[config.mk]
export PLATFORM = sky130hd
export DESIGN_NAME = wb_arb2
export DESIGN_NICKNAME = d
export VERILOG_FILES = /design/src/rtl/wb_arb2_pkg.sv /design/src/rtl/wb_arb_watchdog.sv /design/src/rtl/wb_arb2.sv
export SDC_FILE = /design/constraint.sdc
export NUM_CORES = 1
export LEC_CHECK = 0
export ABC_AREA = 1
export ABC_CLOCK_PERIOD_IN_PS = 1600
export BUFFER_PORTS_ARGS = -buffer_cell sky130_fd_sc_hd__buf_4
export CORE_AREA = 2 2 125 127
export DETAILED_ROUTE_END_ITERATION = 10
export DIE_AREA = 0 0 127 129
export GPL_TIMING_DRIVEN = 0
export RECOVER_POWER = 50
export SKIP_CTS_REPAIR_TIMING = 1
export SKIP_LAST_GASP = 1
export SLEW_MARGIN = 20
export SYNTH_ARGS = -nofsm -noshare
export SYNTH_HDL_FRONTEND = slang
export SYNTH_SLANG_ARGS = --single-unit
[constraint.sdc]
create_clock -name clk_i -period 1.6 [get_ports clk_i]
set_input_delay 0.08 -clock clk_i [delete_from_list [all_inputs] [get_ports clk_i]]
set_output_delay 0.08 -clock clk_i [all_outputs]
set_load 0.05 [all_outputs]
[src/rtl/wb_arb2_pkg.sv]
// wb_arb2_pkg
// Shared definitions for the two-master Wishbone arbiter: FSM state
// encodings, arbitration-mode constants, watchdog counter width and a
// helper that turns the FSM state into the one-hot grant vector.
package wb_arb2_pkg;

  // Arbitration state; the state register is the only arbitration state.
  typedef enum logic [1:0] {
    IDLE = 2'd0,
    GNT0 = 2'd1,
    GNT1 = 2'd2
  } arb_state_t;

  // prio_mode values
  localparam int PRIO_RR    = 0;  // round-robin between m0 and m1
  localparam int PRIO_FIXED = 1;  // fixed priority, m0 wins ties

  // Watchdog counter width
  localparam int WD_WIDTH = 16;

  // One-hot owner vector for status/debug: bit0 = m0, bit1 = m1.
  function automatic logic [1:0] grant_of(input arb_state_t st);
    case (st)
      GNT0:    return 2'b01;
      GNT1:    return 2'b10;
      default: return 2'b00;
    endcase
  endfunction

endpackage

[src/rtl/wb_arb_watchdog.sv]
// wb_arb_watchdog
// Counts strobe cycles the slave has left unterminated and raises a
// single-cycle fire pulse when the count reaches limit-1 with still no
// termination. A limit of zero disables the watchdog.
//
// Ports:
//   clk    in   1         system clock
//   rst    in   1         asynchronous active-high reset
//   active in   1         a strobe is being presented to the slave
//   term   in   1         slave terminated the cycle (ack | err | rty)
//   clear  in   1         ownership is changing; restart the count
//   limit  in   WD_WIDTH  timeout in cycles, 0 = disabled
//   fire   out  1         abort the current transfer this cycle
module wb_arb_watchdog
  import wb_arb2_pkg::*;
(
  input  logic                clk,
  input  logic                rst,
  input  logic                active,
  input  logic                term,
  input  logic                clear,
  input  logic [WD_WIDTH-1:0] limit,
  output logic                fire
);

  logic [WD_WIDTH-1:0] count;

  // A termination in the firing cycle suppresses the fire, so a late ACK
  // always wins over the timeout.
  assign fire = (limit != {WD_WIDTH{1'b0}}) && active && !term && !clear &&
                (count == (limit - {{(WD_WIDTH-1){1'b0}}, 1'b1}));

  // Wait-cycle counter: restarts on any termination, strobe drop, owner
  // change or abort, and saturates instead of wrapping.
  always_ff @(posedge clk or posedge rst) begin
    if (rst) begin
      count <= {WD_WIDTH{1'b0}};
    end else if (clear || term || !active || fire) begin
      count <= {WD_WIDTH{1'b0}};
    end else if (count != {WD_WIDTH{1'b1}}) begin
      count <= count + {{(WD_WIDTH-1){1'b0}}, 1'b1};
    end else begin
      count <= count;
    end
  end

endmodule

[src/rtl/wb_arb2.sv]
// wb_arb2
// Two-master to one-slave Wishbone B3 arbiter. A granted master keeps the
// slave for its whole CYC; ownership passes directly to a waiting master
// when the owner drops CYC. Ties are resolved round-robin (prio_mode=0) or
// in favour of m0 (prio_mode=1). A watchdog aborts stuck strobes with ERR.
//
// Ports:
//   clk_i, rst_i                     clock, asynchronous active-high reset
//   m0_*/m1_* adr,dat,sel,we,cyc,stb master request inputs
//   m0_*/m1_* dat_o,ack,err,rty      master response outputs
//   s_* adr,dat,sel,we,cyc,stb       slave request outputs
//   s_dat_i, s_ack/err/rty_i         slave response inputs
//   grant_o                          one-hot current owner (status/debug)
module wb_arb2
  import wb_arb2_pkg::*;
#(
  parameter int prio_mode      = 0,
  parameter int timeout_cycles = 255
) (
  input  logic        clk_i,
  input  logic        rst_i,
  input  logic [31:0] m0_adr_i,
  input  logic [31:0] m0_dat_i,
  output logic [31:0] m0_dat_o,
  input  logic [3:0]  m0_sel_i,
  input  logic        m0_we_i,
  input  logic        m0_cyc_i,
  input  logic        m0_stb_i,
  output logic        m0_ack_o,
  output logic        m0_err_o,
  output logic        m0_rty_o,
  input  logic [31:0] m1_adr_i,
  input  logic [31:0] m1_dat_i,
  output logic [31:0] m1_dat_o,
  input  logic [3:0]  m1_sel_i,
  input  logic        m1_we_i,
  input  logic        m1_cyc_i,
  input  logic        m1_stb_i,
  output logic        m1_ack_o,
  output logic        m1_err_o,
  output logic        m1_rty_o,
  output logic [31:0] s_adr_o,
  output logic [31:0] s_dat_o,
  input  logic [31:0] s_dat_i,
  output logic [3:0]  s_sel_o,
  output logic        s_we_o,
  output logic        s_cyc_o,
  output logic        s_stb_o,
  input  logic        s_ack_i,
  input  logic        s_err_i,
  input  logic        s_rty_i,
  output logic [1:0]  grant_o
);

  localparam logic [WD_WIDTH-1:0] WD_LIMIT = WD_WIDTH'(timeout_cycles);

  arb_state_t state;
  logic       last_served;  // 0 = m0, 1 = m1 was served most recently
  logic       own_cyc;
  logic       own_stb;
  logic       term;
  logic       owner_leaving;
  logic       fire;

  assign term          = s_ack_i | s_err_i | s_rty_i;
  assign owner_leaving = (state != IDLE) && !own_cyc;

  // Owner's cyc/stb, used by the watchdog and the handover decision.
  always_comb begin
    own_cyc = 1'b0;
    own_stb = 1'b0;
    case (state)
      GNT0: begin
        own_cyc = m0_cyc_i;
        own_stb = m0_stb_i;
      end
      GNT1: begin
        own_cyc = m1_cyc_i;
        own_stb = m1_stb_i;
      end
      default: begin
        own_cyc = 1'b0;
        own_stb = 1'b0;
      end
    endcase
  end

  wb_arb_watchdog u_watchdog (
    .clk    (clk_i),
    .rst    (rst_i),
    .active (own_cyc & own_stb),
    .term   (term),
    .clear  (owner_leaving),
    .limit  (WD_LIMIT),
    .fire   (fire)
  );

  // Arbitration FSM. Reset leaves last_served = m1 so m0 wins the first
  // round-robin tie. Handover goes straight to the other master with no
  // IDLE bubble.
  always_ff @(posedge clk_i or posedge rst_i) begin
    if (rst_i) begin
      state       <= IDLE;
      last_served <= 1'b1;
    end else begin
      case (state)
        IDLE: begin
          if (m0_cyc_i && m1_cyc_i) begin
            if ((prio_mode == PRIO_FIXED) || last_served) begin
              state <= GNT0;
            end else begin
              state <= GNT1;
            end
          end else if (m0_cyc_i) begin
            state <= GNT0;
          end else if (m1_cyc_i) begin
            state <= GNT1;
          end else begin
            state <= IDLE;
          end
        end
        GNT0: begin
          if (!m0_cyc_i) begin
            last_served <= 1'b0;
            state       <= m1_cyc_i ? GNT1 : IDLE;
          end else begin
            state <= GNT0;
          end
        end
        GNT1: begin
          if (!m1_cyc_i) begin
            last_served <= 1'b1;
            state       <= m0_cyc_i ? GNT0 : IDLE;
          end else begin
            state <= GNT1;
          end
        end
        default: begin
          state <= IDLE;
        end
      endcase
    end
  end

  // Read data is broadcast; only the owner ever sees a termination.
  assign m0_dat_o = s_dat_i;
  assign m1_dat_o = s_dat_i;
  assign grant_o  = grant_of(state);

  // Slave-side mux and response routing. A watchdog fire masks cyc/stb
  // toward the slave and turns into ERR toward the owner for that cycle.
  always_comb begin
    s_adr_o  = 32'h0000_0000;
    s_dat_o  = 32'h0000_0000;
    s_sel_o  = 4'h0;
    s_we_o   = 1'b0;
    s_cyc_o  = 1'b0;
    s_stb_o  = 1'b0;
    m0_ack_o = 1'b0;
    m0_err_o = 1'b0;
    m0_rty_o = 1'b0;
    m1_ack_o = 1'b0;
    m1_err_o = 1'b0;
    m1_rty_o = 1'b0;
    case (state)
      GNT0: begin
        s_adr_o  = m0_adr_i;
        s_dat_o  = m0_dat_i;
        s_sel_o  = m0_sel_i;
        s_we_o   = m0_we_i;
        s_cyc_o  = m0_cyc_i & ~fire;
        s_stb_o  = m0_stb_i & ~fire;
        m0_ack_o = s_ack_i;
        m0_err_o = s_err_i | fire;
        m0_rty_o = s_rty_i;
      end
      GNT1: begin
        s_adr_o  = m1_adr_i;
        s_dat_o  = m1_dat_i;
        s_sel_o  = m1_sel_i;
        s_we_o   = m1_we_i;
        s_cyc_o  = m1_cyc_i & ~fire;
        s_stb_o  = m1_stb_i & ~fire;
        m1_ack_o = s_ack_i;
        m1_err_o = s_err_i | fire;
        m1_rty_o = s_rty_i;
      end
      default: begin
        s_cyc_o = 1'b0;
        s_stb_o = 1'b0;
      end
    endcase
  end

endmodule

After elaboration in Yosys (flattened, before gate mapping)

Cells that the tools add are included.

Output and inout bits: 143
Logic and storage cells: 63
Input bits: 179
Flip-flop bits (word level): 19

Reduce and logical (&&, ||, !) cells: 17
Equal/unequal tests: 6
Bitwise logic cells: 9
$add $sub $neg: 1
Mux-type cells: 27

Operator list:

| cell                  | count |
|---|---|
| $pmux 32 s2           | 2 |
| $mux 16               | 2 |
| $add 16x1->16 const B | 1 |
| $eq 16x8->1 const B   | 1 |
| $ne 16x16->1 const B  | 1 |
| $pmux 1 s2            | 6 |
| $mux 2                | 5 |
| $mux 1                | 9 |
| $pmux 4 s2            | 1 |
| $pmux 2 s3            | 1 |
| $reduce_bool 2->1     | 3 |
| $and 1x1->1           | 5 |
| $logic_and 1x1->1     | 5 |
| $logic_not 1->1       | 4 |
| $ne 2x2->1 const B    | 2 |
| $pmux 2 s2            | 1 |
| $logic_or 1x1->1      | 3 |
| $or 1x1->1            | 3 |
| $reduce_and 3->1      | 1 |
| $eq 2x1->1 const B    | 1 |
| $eq 2x2->1 const B    | 1 |
| $logic_not 2->1       | 1 |
| $not 1->1             | 1 |

Depth between registers and ports, before layout

Depth after elaboration: 10
Gate-level depth with buffers: 11
Mapped depth without buffers: 10

Hierarchy

A second synthesis with hierarchy kept.

Cells, all modules: 631
Area total of the unflattened synthesis: 3707.3 um^2

By module, submodules not included:

| module          | area each (um^2) | times used | cells an instance | seq. area each (um^2) |
|---|---|---|---|---|
| wb_arb2         | 1875.5           | 1          | 356               | 76.3 |
| wb_arb_watchdog | 1831.8           | 1          | 275               | 400.4 |

Worst setup path after synthesis

No wires, ideal clock.

Path kind: register to output
Start: reg state[0]
End: out s_adr_o[19]
Required time: 1.520 ns
Path buffers: 2
Arrival: 2.069 ns
Slack: -0.549 ns
Cell stages (with the launch flop): 7
Path through: dfrtp_1 > inv_1 > ha_1 > clkinv_1 > clkbuf_1 > buf_1 > a21oi_1

Word-level cells in the longest chain between the ends: 2
Elaborated cells on any way between the ends: 3
Those cells by class: 2 x eq/ne; 1 x mux

RTL lines:

| what                                     | line           | text |
|---|---|---|
| start, declared                          | wb_arb2.sv:57  | `arb_state_t state;` |
| start signal, assigned                   | wb_arb2.sv:125 | `state <= m1_cyc_i ? GNT1 : IDLE;` |
| start signal, assigned                   | wb_arb2.sv:133 | `state <= m0_cyc_i ? GNT0 : IDLE;` |
| $eq 2x2->1 or $eq 2x1->1 (tied branches) | wb_arb2.sv:165 | `case (state)` |
| $pmux 32 s2 *                            | wb_arb2.sv:165 |  |
| end, declared                            | wb_arb2.sv:42  | `output logic [31:0] s_adr_o,` |

Mark *: on every way between the ends. The rest lies on a longest branch, timed or not.

Worst setup path after layout

Start: reg state[0]
End: out m1_err_o

Word-level cells in the longest chain between the ends: 9
Elaborated cells on any way between the ends: 14
Those cells by class: 2 x eq/ne; 3 x mux; 2 x bitwise; 7 x reduce/logical

RTL lines:

| what                                     | line                          | text |
|---|---|---|
| $eq 2x2->1 or $eq 2x1->1 (tied branches) | wb_arb2.sv:72, wb_arb2.sv:165 |  |
| $pmux 1 s2                               | wb_arb2.sv:72                 | `case (state)` |
| $logic_not 1->1                          | wb_arb2.sv:66                 | `assign owner_leaving = (state != IDLE) && !own_cyc;` |
| $logic_and 1x1->1                        | wb_arb2.sv:66                 |  |
| $logic_not 1->1                          | wb_arb_watchdog.sv:30         | `assign fire = (limit != {WD_WIDTH{1'b0}}) && active && !term && !clear &&` |
| $logic_and 1x1->1 (2 in series)          | wb_arb_watchdog.sv:30         |  |
| $or 1x1->1                               | wb_arb2.sv:185                | `m1_err_o = s_err_i \| fire;` |
| $mux 1 *                                 | wb_arb2.sv:165                |  |
| end, declared                            | wb_arb2.sv:40                 | `output logic m1_err_o,` |

Marks and branches as above.

==> results by group <==
Status
  • Status: complete, but fails checks
  • Failing checks: negative hold slack, negative setup slack

Power and ir drop
  • Leak: 0.00306 uW
  • Sw Ratio: 58.6%
  • P_sw: just under 7000 uW
  • Cell-internal power: 4840 uW
  • Clock Power Share: 4.6%
  • PwrDens: 1660 nW/um^2
  • Worst vdd ir: between 0.6 and 0.7 mV
  • Gate power share: 90.5%
  • Reg power frac: under 10%

Global route
  • Initial antenna violation count: 0
  • Total GRT Usage: 17.2%
  • First-pass GRT wire length: between 20000 and 25000 microns
  • Vias in the first global route: 3835
  • Largest net degree at the start of global routing: 20
  • Overflow after GRT: 0

Setup path
  • Max stage delay on crit path: 0.46 ns
  • Startpoint types: register
  • Worst Path Max Fanout: 5
  • Worst-path cell chain: inv_4 > ha_4 > nand2_1 > o21ai_4 > inv_1 > nor2_4 > a21oi_4 > nor2_4 > buf_8
  • Crit Reg-Reg Startpoint: state[0]
  • CP arrival: 1.85 ns
  • Cell mode on critical path: nor2_4
  • WP data required: 1.52 ns
  • CP Launch Point: state[0]
  • Kind of critical path: reg2out
  • Slowest CP cell: dfrtp_2
  • Worst Setup End Kind: primary output

Synth
  • Mapped Cells: 502
  • Synth Register Bits: 19
  • Synth Flop Type: dfrtp_1
  • Unique masters post-synth: 32
  • Synth warn: 0
  • Cell area after synthesis: a little under 3000 sq um
  • Mean Syn Cell Area: 5.78 sq um
  • Async set or reset register ratio after synthesis: 100%
  • Syn nets: 689
  • Sequential-to-total area share from yosys stat: 16.4%
  • Number of synthesized flops with an enable pin: 0

Job
  • Max-cap violations: 0

Timing
  • Worst hold margin: -0.0439 ns
  • Setup_tns: -19.70 ns
  • Hold Fails Final Rpt: 18
  • Max Fclk: slightly above 0.5 GHz
  • Post-route setup slack: -0.325 ns
  • Max_slew headroom: around half
  • Worst slew pin tran: 0.746 ns
  • Slew Limit Fails: 0
  • Max Clock Skew: 0.00369 ns
  • Final min period: roughly 1.9 ns
  • Final setup violation count: 93
  • Fin crit share: 120%
  • RSZ-0062 raised after global routing: true

Place
  • DP HPWL: 13100 microns
  • Placer Congestion: 0.851
  • Cell Area, Placed: 6200 sq um
  • Pre-CTS setup slack: -0.442 ns
  • Buffers added on ports: between 200 and 300

Route
  • Via count: 4223
  • Post-route DRC: 0
  • Total wire length: 16200 microns
  • 1st-pass router iterations: 4
  • Via density: 4.20
  • WL/cell: 16.1 microns
  • Routed Antenna Nets: 0
  • Initial drt markers: between 100 and 150

Finish
  • Fillers: 1521
  • Fin area: 7040 sq um
  • # diodes: 0
  • Nets: 1005
  • Sequential Area: approximately 480 sq um
  • P&R area growth vs syn: 142%
  • Layout cells sized above 1: between 60% and 70%
  • Area of the multi-input gates: 2690 sq um

Worst hold path
  • Hold Path Class: in2async

Clock tree
  • TritonCTS Buffers: 3
  • Worst-path clk slew: approximately 0.060 ns
  • H-tree levels: 1
  • Clock latency at the later pin of the worst-skew pair: about 0.26 ns
  • CTS sink cnt: 19
  • Root Buffer Master: clkbuf_16
  • CTS tree: built
  • Clk buf depth: 2

Die
  • Core ar.: 15000 sq um
  • Die width: ~130 microns
  • Number of cell rows: 45
  • # IOs: 322
  • Full die area: 16400 sq um
  • Die height: 129 microns
  • Initial Util: 19.4%
-- power groups by stage --
stage          clock network [uW]  logic [uW]  registers (uW)
2_1_floorplan                   0        6490             562
3_3_place_gp                    0        8760             569
3_5_place_dp                    0        8790             572
4_1_cts                       540        8810             563
5_1_grt                       559       11100             585
6_report                      533       10600             577
-- worst paths after layout --
check | endpoint | slack (ns) | depth (start not counted)
min in group clk_i | state[1] | 0.16 | 4
hold / removal | u_watchdog.count[12] | -0.04 | 2
setup reg to reg | u_watchdog.count[8] | -0.17 | 10
setup / recovery | m1_err_o | -0.33 | 9
max in group asynchronous | state[0] | 1.13 | 2
hold reg to reg | last_served | 0.51 | 2
-- cell usage in the layout (no fill, tap or decap), types with 2 or more instances in the layout --
cell and n:
dfrtp_1 17, nand2_2 26, xor2_1 3, buf_8 19, nor2_1 22, clkbuf_16 7, nand2_4 5, xnor2_1 3
ha_1 5, nand2_1 164, nand4_1 6, inv_4 2, buf_6 68, inv_2 6, buf_12 9, a21oi_4 70
o21ai_0 3, o21ai_2 9, nand3_1 16, nor2_4 10, clkbuf_1 44, inv_1 28, buf_4 255, o21ai_4 2
ha_4 3
-- sequential cells by signal, summed over array words and instances (netlist names) --
register          cells
last_served           1
state                 2
u_watchdog.count     16
-- per-layer routing --
| layer | track usage [%] | share of wire [%] | vias to the layer above |
|---|---|---|---|
| met1 | 22.1 | 40 | 1925 |
| met3 | 3.58 | 7.2 | 7 |
| met5 | 0 | 0 | - |
| met2 | 30.5 | 52 | 141 |
| li1 | - | - | 2150 |
| met4 | 2.65 | 0.64 | 0 |
-- synthesized netlist by cell type, types with 2 or more instances --
cell type / n / share of area (%)
clkbuf_1: 14 / 1.8
xor2_1: 3 / 0.90
nand2_1: 190 / 25
a21oi_1: 71 / 12
dfrtp_1: 18 / 16
buf_2: 7 / 1.2
o21ai_0: 4 / 0.69
inv_2: 2 / 0.26
nor2_1: 28 / 3.6
nand4_1: 6 / 1.3
nand2_2: 5 / 1.1
o21ai_1: 3 / 0.52
o21ai_2: 8 / 2.4
ha_1: 8 / 3.4
nor2_4: 4 / 1.6
buf_4: 66 / 17
nand3_1: 16 / 2.8
xnor2_1: 3 / 0.90
inv_1: 33 / 4.3
-- worst max-delay path, delay by kind of cell (launching register included) --
family | cells | cell delay [ns]
flops | 1 | 0.46
buf+inv | 3 | 0.36
simple gates | 3 | 0.36
fa+ha+maj | 1 | 0.20
compound gates | 2 | 0.20
-- cell type report --
class | count | share of cell area [%]
timing repair buffer | 311 | 36.8
multi-input combinational | 358 | 38.2
clock buffer | 3 | 1.07
clock inverter | 1 | 0.0711
tap | 188 | 3.34
buffer | 89 | 11.7
inverter | 36 | 1.99
sequential | 19 | 6.79
-- stage by stage --
step           util [%]  power [uW]  cells
2_1_floorplan         -        7060    502
3_3_place_gp       41.4        9330    979
3_5_place_dp       41.4        9360    979
4_1_cts            42.0        9910    983
5_1_grt            47.0       12200   1005
6_report           47.0       11700   1005
-- kinds of logic after synthesis --
group           share of synthesized area (%)
compound gates                           17.1
xor+xnor                                 1.81
fa+ha+maj                                3.45
buf+inv                                  25.2
flops                                    16.4
simple gates                             35.9
(Power assumes the default switching activity.)
